--- src/rtl/pipe_pkg.sv ---
// Shared definitions for the pipeline hazard controller: state encoding,
// register-index width and the hard-wired zero register index.
package pipe_pkg;

    localparam int REG_W = 5;

    localparam logic ST_RUN      = 1'b0;
    localparam logic ST_MEM_WAIT = 1'b1;

    // x0 always reads zero, so a load targeting it never creates a hazard.
    localparam logic [REG_W-1:0] X0 = '0;

    typedef enum logic {
        RUN      = ST_RUN,
        MEM_WAIT = ST_MEM_WAIT
    } state_t;

endpackage

--- src/rtl/sat_counter.sv ---
// Saturating event counter with synchronous clear; clear beats increment.
module sat_counter #(
    parameter int CNT_W = 32
) (
    input  logic             clk,
    input  logic             rst_n,
    input  logic             inc,
    input  logic             clr,
    output logic [CNT_W-1:0] count
);

    // Count events, stick at all-ones, and drop the event of a clear cycle.
    always_ff @(posedge clk or negedge rst_n) begin
        if (!rst_n) begin
            count <= '0;
        end else if (clr) begin
            count <= '0;
        end else if (inc && (count != '1)) begin
            count <= count + CNT_W'(1);
        end
    end

endmodule

--- src/rtl/pipeline_hazard_ctrl.sv ---
// Hazard sequencing for the IF/ID and ID/EX registers: load-use bubbles,
// taken-branch flushes and data-memory wait freezes, plus stall/flush
// performance counters. Outputs are combinational from state and inputs.
module pipeline_hazard_ctrl
    import pipe_pkg::*;
#(
    parameter int CNT_W = 32,
    parameter int REG_W = pipe_pkg::REG_W
) (
    input  logic             clk,
    input  logic             rst_n,
    input  logic [REG_W-1:0] rs1_id,
    input  logic [REG_W-1:0] rs2_id,
    input  logic             use_rs1_id,
    input  logic             use_rs2_id,
    input  logic [REG_W-1:0] rd_ex,
    input  logic             mem_read_ex,
    input  logic             branch_taken_ex,
    input  logic             dmem_busy,
    input  logic             cnt_clr,
    output logic             pc_write,
    output logic             ifid_write,
    output logic             ifid_flush,
    output logic             idex_flush,
    output logic             idex_hold,
    output logic             pc_redirect,
    output logic [CNT_W-1:0] stall_cycles,
    output logic [CNT_W-1:0] flush_events,
    output state_t           fsm_state
);

    state_t state;
    state_t state_next;
    logic   pend_redirect;
    logic   pend_next;
    logic   load_use;

    // The ID instruction needs a value the load in EX has not produced yet.
    always_comb begin
        load_use = mem_read_ex && (rd_ex != REG_W'(X0)) &&
                   ((use_rs1_id && (rd_ex == rs1_id)) ||
                    (use_rs2_id && (rd_ex == rs2_id)));
    end

    // State and deferred-redirect flag.
    always_ff @(posedge clk or negedge rst_n) begin
        if (!rst_n) begin
            state         <= RUN;
            pend_redirect <= 1'b0;
        end else begin
            state         <= state_next;
            pend_redirect <= pend_next;
        end
    end

    // Next state and hazard outputs; freeze > redirect > load-use bubble.
    always_comb begin
        state_next  = state;
        pend_next   = pend_redirect;
        pc_write    = 1'b1;
        ifid_write  = 1'b1;
        ifid_flush  = 1'b0;
        idex_flush  = 1'b0;
        idex_hold   = 1'b0;
        pc_redirect = 1'b0;

        case (state)
            RUN: begin
                if (dmem_busy) begin
                    // A branch resolved while frozen is remembered, not taken.
                    pc_write   = 1'b0;
                    ifid_write = 1'b0;
                    idex_hold  = 1'b1;
                    pend_next  = pend_redirect | branch_taken_ex;
                    state_next = MEM_WAIT;
                end else if (branch_taken_ex) begin
                    // Wrong-path instruction in ID makes any load-use moot.
                    pc_redirect = 1'b1;
                    ifid_flush  = 1'b1;
                    idex_flush  = 1'b1;
                end else if (load_use) begin
                    pc_write   = 1'b0;
                    ifid_write = 1'b0;
                    idex_flush = 1'b1;
                end
            end
            MEM_WAIT: begin
                if (dmem_busy) begin
                    pc_write   = 1'b0;
                    ifid_write = 1'b0;
                    idex_hold  = 1'b1;
                    pend_next  = pend_redirect | branch_taken_ex;
                end else begin
                    state_next = RUN;
                    pend_next  = 1'b0;
                    if (pend_redirect) begin
                        pc_redirect = 1'b1;
                        ifid_flush  = 1'b1;
                        idex_flush  = 1'b1;
                    end else if (load_use) begin
                        pc_write   = 1'b0;
                        ifid_write = 1'b0;
                        idex_flush = 1'b1;
                    end
                end
            end
            default: begin
                state_next = RUN;
                pend_next  = 1'b0;
            end
        endcase
    end

    // Debug view of the FSM state.
    always_comb begin
        fsm_state = state;
    end

    sat_counter #(.CNT_W(CNT_W)) u_stall_cnt (
        .clk   (clk),
        .rst_n (rst_n),
        .inc   (~pc_write),
        .clr   (cnt_clr),
        .count (stall_cycles)
    );

    sat_counter #(.CNT_W(CNT_W)) u_flush_cnt (
        .clk   (clk),
        .rst_n (rst_n),
        .inc   (pc_redirect),
        .clr   (cnt_clr),
        .count (flush_events)
    );

endmodule

--- config.mk ---
export PLATFORM = sky130hd
export DESIGN_NAME = pipeline_hazard_ctrl
export DESIGN_NICKNAME = d
export VERILOG_FILES = /design/src/rtl/pipe_pkg.sv /design/src/rtl/sat_counter.sv /design/src/rtl/pipeline_hazard_ctrl.sv
export SDC_FILE = /design/constraint.sdc
export NUM_CORES = 1
export LEC_CHECK = 0
export CORE_ASPECT_RATIO = 0.9
export CORE_UTILIZATION = 35
export DETAILED_ROUTE_END_ITERATION = 10
export PLACE_DENSITY = 0.64
export SLEW_MARGIN = 10
export SYNTH_ARGS = -nofsm -noshare
export SYNTH_HDL_FRONTEND = slang
export SYNTH_SLANG_ARGS = --single-unit
--- constraint.sdc ---
create_clock -name clk -period 2.4 [get_ports clk]
set_clock_uncertainty 0.2 [all_clocks]
set_input_delay 0.48 -clock clk [delete_from_list [all_inputs] [get_ports clk]]
set_output_delay 0.48 -clock clk [all_outputs]
set_load 0.03 [all_outputs]
## After elaboration in Yosys (flattened, before gate mapping)

Index checks and enable logic that the tools add are counted.
W data, S select, Z words.

- Register bits: 66
- Input bits: 23
- Output and inout bits: 71
- Logic and storage cells: 49

- $add $sub $neg: 2
- Equal/unequal tests: 5
- Multiplexer cells: 25
- Bitwise gates (word level): 3
- Reduce and logical (&&, ||, !) cells: 10

Operator list:

| kind | count |
|---|---|
| $mux W32 | 4 |
| $add A32 B1 Y32 const B | 2 |
| $ne A32 B32 Y1 const B | 2 |
| $mux W1 | 17 |
| $eq A5 B5 Y1 | 2 |
| $pmux W1 S2 | 4 |
| $logic_and A1 B1 Y1 | 6 |
| $reduce_bool A5 Y1 | 1 |
| $reduce_bool A2 Y1 | 2 |
| $ne A2 B2 Y1 const B | 1 |
| $not A1 Y1 | 2 |
| $logic_or A1 B1 Y1 | 1 |
| $or A1 B1 Y1 | 1 |

## Longest topological paths before layout

- Depth after elaboration: 12
- Gate-level depth with buffers: 9
- Depth with buffers taken out: 7

## Hierarchy

From an unflattened synthesis, not the netlist that was laid out.

- Cells, all modules: 427
- Area total of the unflattened synthesis: 3975.1 um^2

By module, submodules not included:

| module | times used | cells each | area an instance (um^2) | seq. area each (um^2) |
|---|---|---|---|---|
| sat_counter | 2 | 198 | 1854.3 | 800.8 |
| pipeline_hazard_ctrl | 1 | 31 | 266.5 | 50.0 |

## Least setup slack after synthesis

No wires, ideal clock.

- Path kind: input to output
- Start: input rd_ex[1]
- End: output pc_write
- Arrival: 1.939 ns
- Data required time: 1.720 ns
- Setup slack: -0.219 ns
- Stages on the path: 5
- Buffers on the path: 1
- Path through: or4_1 -> o21a_1 -> and2_1 -> a21oi_4 -> buf_4

- Longest elaborated chain between the ends: 8
- Elaborated cells between the ends (all ways): 14
- Classes of those cells: 2 x eq/ne; 6 x mux; 6 x reduce/logical

Ends and longest elaborated chain:

| what | line | text |
|---|---|---|
| start: declaration | pipeline_hazard_ctrl.sv:16 | `input logic [REG_W-1:0] rd_ex,` |
| $eq A5 B5 Y1, on equally long branches | pipeline_hazard_ctrl.sv:41, pipeline_hazard_ctrl.sv:42 |  |
| $logic_and A1 B1 Y1, on equally long branches | pipeline_hazard_ctrl.sv:41, pipeline_hazard_ctrl.sv:42 |  |
| $logic_or A1 B1 Y1 | pipeline_hazard_ctrl.sv:41 | `((use_rs1_id && (rd_ex == rs1_id)) \|\|` |
| $logic_and A1 B1 Y1 (*) | pipeline_hazard_ctrl.sv:40 | `load_use = mem_read_ex && (rd_ex != REG_W'(X0)) &&` |
| $mux W1 (*) | - |  |
| $mux W1, on equally long branches (2 in a row) | - |  |
| $pmux W1 S2 (*) | - |  |
| end: declaration | pipeline_hazard_ctrl.sv:21 | `output logic pc_write,` |

Mark *: on every way between the ends. The rest lies on a longest branch, timed or not.

## Worst setup path in the final report

- Start: input rd_ex[1]
- End: output ifid_write

- Longest elaborated chain between the ends: 8
- Elaborated cells between the ends (all ways): 14
- Classes of those cells: 2 x eq/ne; 6 x mux; 6 x reduce/logical

Ends and longest elaborated chain:

| what | line | text |
|---|---|---|
| $eq A5 B5 Y1, on equally long branches | pipeline_hazard_ctrl.sv:41, pipeline_hazard_ctrl.sv:42 |  |
| $logic_and A1 B1 Y1, on equally long branches | pipeline_hazard_ctrl.sv:41, pipeline_hazard_ctrl.sv:42 |  |
| $logic_or A1 B1 Y1 | pipeline_hazard_ctrl.sv:41 |  |
| $logic_and A1 B1 Y1 (*) | pipeline_hazard_ctrl.sv:40 |  |
| $mux W1 (*) | pipeline_hazard_ctrl.sv:81, pipeline_hazard_ctrl.sv:100 |  |
| $mux W1, on equally long branches | pipeline_hazard_ctrl.sv:96, pipeline_hazard_ctrl.sv:76 |  |
| $mux W1, on equally long branches | pipeline_hazard_ctrl.sv:88, pipeline_hazard_ctrl.sv:69 |  |
| $pmux W1 S2 (*) | pipeline_hazard_ctrl.sv:67 | `case (state)` |
| end: declaration | pipeline_hazard_ctrl.sv:22 | `output logic ifid_write,` |

Marks and branches as above.

==> results.py <==
metrics = {
    "worst_setup_path": {
        "endpoint_kind": "output pin",
        "worst_ep_required_time_ns": 1.72,
        "crit_slowest_cell": "or4_1",
        "worstSetupPathType": "input port to output pin",
        "worstSetupStartpointType": "input port",
        "crit_fanout": 4,
        "cp_slowest_stage_delay_ns": 0.51,
        "cpMostUsedCell": "buf_6",
        "critical_path_buf_inv_count": 2,
        "crit_path_cell_trace": "buf_6 -> or4_1 -> o21a_1 -> and2_4 -> a21oi_4 -> buf_6",
        "crit_arrival_ns": 1.84,
        "crit_family": "simple AND/OR/NAND/NOR gates",
    },
    "finish": {
        "num-fill-cells": 923,
        "nets": 610,
        "diodes": 0,
        "area_delta_synth_final_pct": 56.0,
        "fin_cells": 719,
        "drive_gt1_frac": 0.253,
        "final_area_mm2": 0.00588,
    },
    "routing": {
        "drc": 20,
        "drtIter0Drc": 245,
        "routed_wirelength_mm": 11.6,
        "via_count": 3931,
        "post_drt_wl_per_cell_um": 16.2,
        "viasPerCell": 5.47,
        "firstDrtPassIters": 8,
        "final_antenna_net_count": 0,
    },
    "cts": {
        "worstSkewPairLatency_ns": 0.33,
        "numClockSinks": 66,
        "htree_levels": 3,
        "cts_buffers": 9,
        "path_clk_slew_ns": 0.05,
        "cts_tree": "built",
        "clockRootBuffer": "clkbuf_16",
        "clk_path_buf_depth": 2,
    },
    "pwr": {
        "powerDensity_mw_per_mm2": 496,
        "vdd_drop_max_v": 0.000308,
        "p_leak_nw": 2.32,
    },
    "synth": {
        "synth_top_cell_by_area": "dfrtp_1",
        "syn_area_per_cell_um2": 8.83,
        "postSynthCellCount": 427,
        "syn_area_mm2": 0.00377,
        "synth_top_area_frac": 0.438,
        "ys_types": 46,
        "synth_ff_type": "dfrtp_1",
        "async_flop_share": 1.00,
        "synth_common_cells": "66 x dfrtp_1, 41 x nor2_1, 37 x nand2_1, 36 x a21oi_1",
        "ys_seq_area_frac": 0.438,
        "ys_top_cells_by_area": "dfrtp_1 44%, xnor2_1 5.6%, a21oi_1 4.8%",
        "ys_ff_latch": 66,
        "syn-num-nets": 452,
        "synth_most_common_cell": "dfrtp_1",
        "synth-edff-count": 0,
        "yosys_warnings": 0,
    },
    "die": {
        "die_y_um": 100,
        "initial_utilization": 0.363,
        "core_mm2": 0.0104,
        "dieArea_mm2": 0.0112,
        "num_rows": 35,
        "die_w_um": 111,
        "ios": 94,
    },
    "sta": {
        "setup_viol": 3,
        "fmax_mhz": 397,
        "post-route-period-util": 1.05,
        "holdWs_ns": 0.318,
        "tns_ns": -0.328,
        "rsz0062_at_grt": "yes",
        "layout_setup_ws_ns": -0.118,
        "tightest_slew_ns": 0.688,
        "period_minus_slack_ns": 2.52,
        "relSlewSlack": 0.541,
        "slew_violations": 0,
        "hold_violations": 0,
    },
    "placement": {
        "post-place-cells": 687,
        "place_congestion": 0.813,
        "io_buffers": 93,
        "dp_hpwl_mm": 7.74,
        "dpl-instance-area_mm2": 0.00524,
    },
    "global_route": {
        "use_met3": 0.0511,
        "grt_overflow": 0,
        "grt_pass1_wl_mm": 18.4,
        "grt.busiest_layer": "met2",
        "antenna_found_initial": 0,
        "met2_usage": 0.350,
        "grt_max_degree": 54,
        "grtUsageMet1": 0.261,
        "first_global_vias": 3786,
        "grt_util_all_layers": 0.207,
    },
    "outcome": {
        "violations": "DRC, setup timing",
        "status": "finished, violations left",
    },
    "job": {
        "cap_viol_max_count": 0,
    },
    "hold_path": {
        "worstHoldPathType": "flop to flop",
    },
}
## registers in the layout, indices dropped and copies added, names as in the netlist
| name | count |
|---|---|
| u_stall_cnt.count | 32 |
| fsm_state | 1 |
| pend_redirect | 1 |
| u_flush_cnt.count | 32 |
## layout make-up
cell class	count	area [um2]	share of cell area
tap	129	161	0.0274
sequential	66	1660	0.282
clock buffer	10	239	0.0406
timing repair buffer	167	1540	0.261
clock inverter	6	88.8	0.0151
inverter	7	26.3	0.00447
multi-input combinational	334	2170	0.369
## metal layers
metal / routed length [um] / vias up
met1: 5060 / 1887
li1: - / 1884
met5: 0 / -
met3: 745 / 10
met4: 112 / 0
met2: 5700 / 150
## repair_timing
item | CTS | global route
pin swaps | 17 | 25
cloned | 1 | 3
hold buffers | 1 | 0
hold endpoints to repair | 13 | 0
endpoints found under the setup margin | 34 | 19
resized for setup | 36 | 43
setup buffers | 4 | 9
## logic make-up after synthesis
logic type      count (synthesis)  synth area share
compound gates                 85             0.132
flops                          66             0.438
xor+xnor                       34            0.0790
mux                             3           0.00829
fa+ha+maj                       2           0.00663
simple gates                  209             0.301
buf+inv                        28            0.0348
## cells in the final DEF, fill, tap and decap left out, types with 12 or more instances in the layout
master / netlist / final
a21oi_1: 36 / 28
buf_4: 6 / 65
buf_6: 0 / 12
clkdlybuf4s50_1: 0 / 67
dfrtp_1: 66 / 60
nand2_1: 37 / 36
nand3_1: 21 / 21
nand4_1: 25 / 25
nor2_1: 41 / 41
nor3_1: 14 / 14
o21ai_0: 25 / 24
or3_1: 25 / 24
xnor2_1: 24 / 18
## final timing paths
kind	start	endpoint	slack [ns]	cells past startpoint
max in group asynchronous	rst_n	u_flush_cnt.count[0]$_DFFE_PN0P_	0.96	3
hold / removal	fsm_state$_DFF_PN0_	pend_redirect$_DFFE_PN0P_	0.32	1
setup / recovery	rd_ex[1]	ifid_write	-0.12	6
min in group asynchronous	rst_n	u_stall_cnt.count[14]$_DFFE_PN0P_	0.40	2
setup reg to reg	u_flush_cnt.count[0]$_DFFE_PN0P_	u_flush_cnt.count[0]$_DFFE_PN0P_	0.14	8
hold reg to reg	fsm_state$_DFF_PN0_	pend_redirect$_DFFE_PN0P_	0.32	1
## per-stage QoR
stage | setup slack, ns | total power [W] | util
floorplan | -0.142 | 0.00128 | -
global placement | -0.625 | 0.00142 | 0.505
detailed placement | -0.640 | 0.00143 | 0.505
CTS | -0.151 | 0.00290 | 0.542
global route | -0.152 | 0.00302 | 0.567
finish | -0.118 | 0.00291 | 0.567
## power by group
group | switching, W | internal, W | total, W
combinational | 0.000183 | 0.000158 | 0.000341
sequential | 0.00000612 | 0.00112 | 0.00113
clock | 0.000507 | 0.000939 | 0.00145
total | 0.000695 | 0.00222 | 0.00291
No activity file was read; power rests on OpenSTA's default activity.
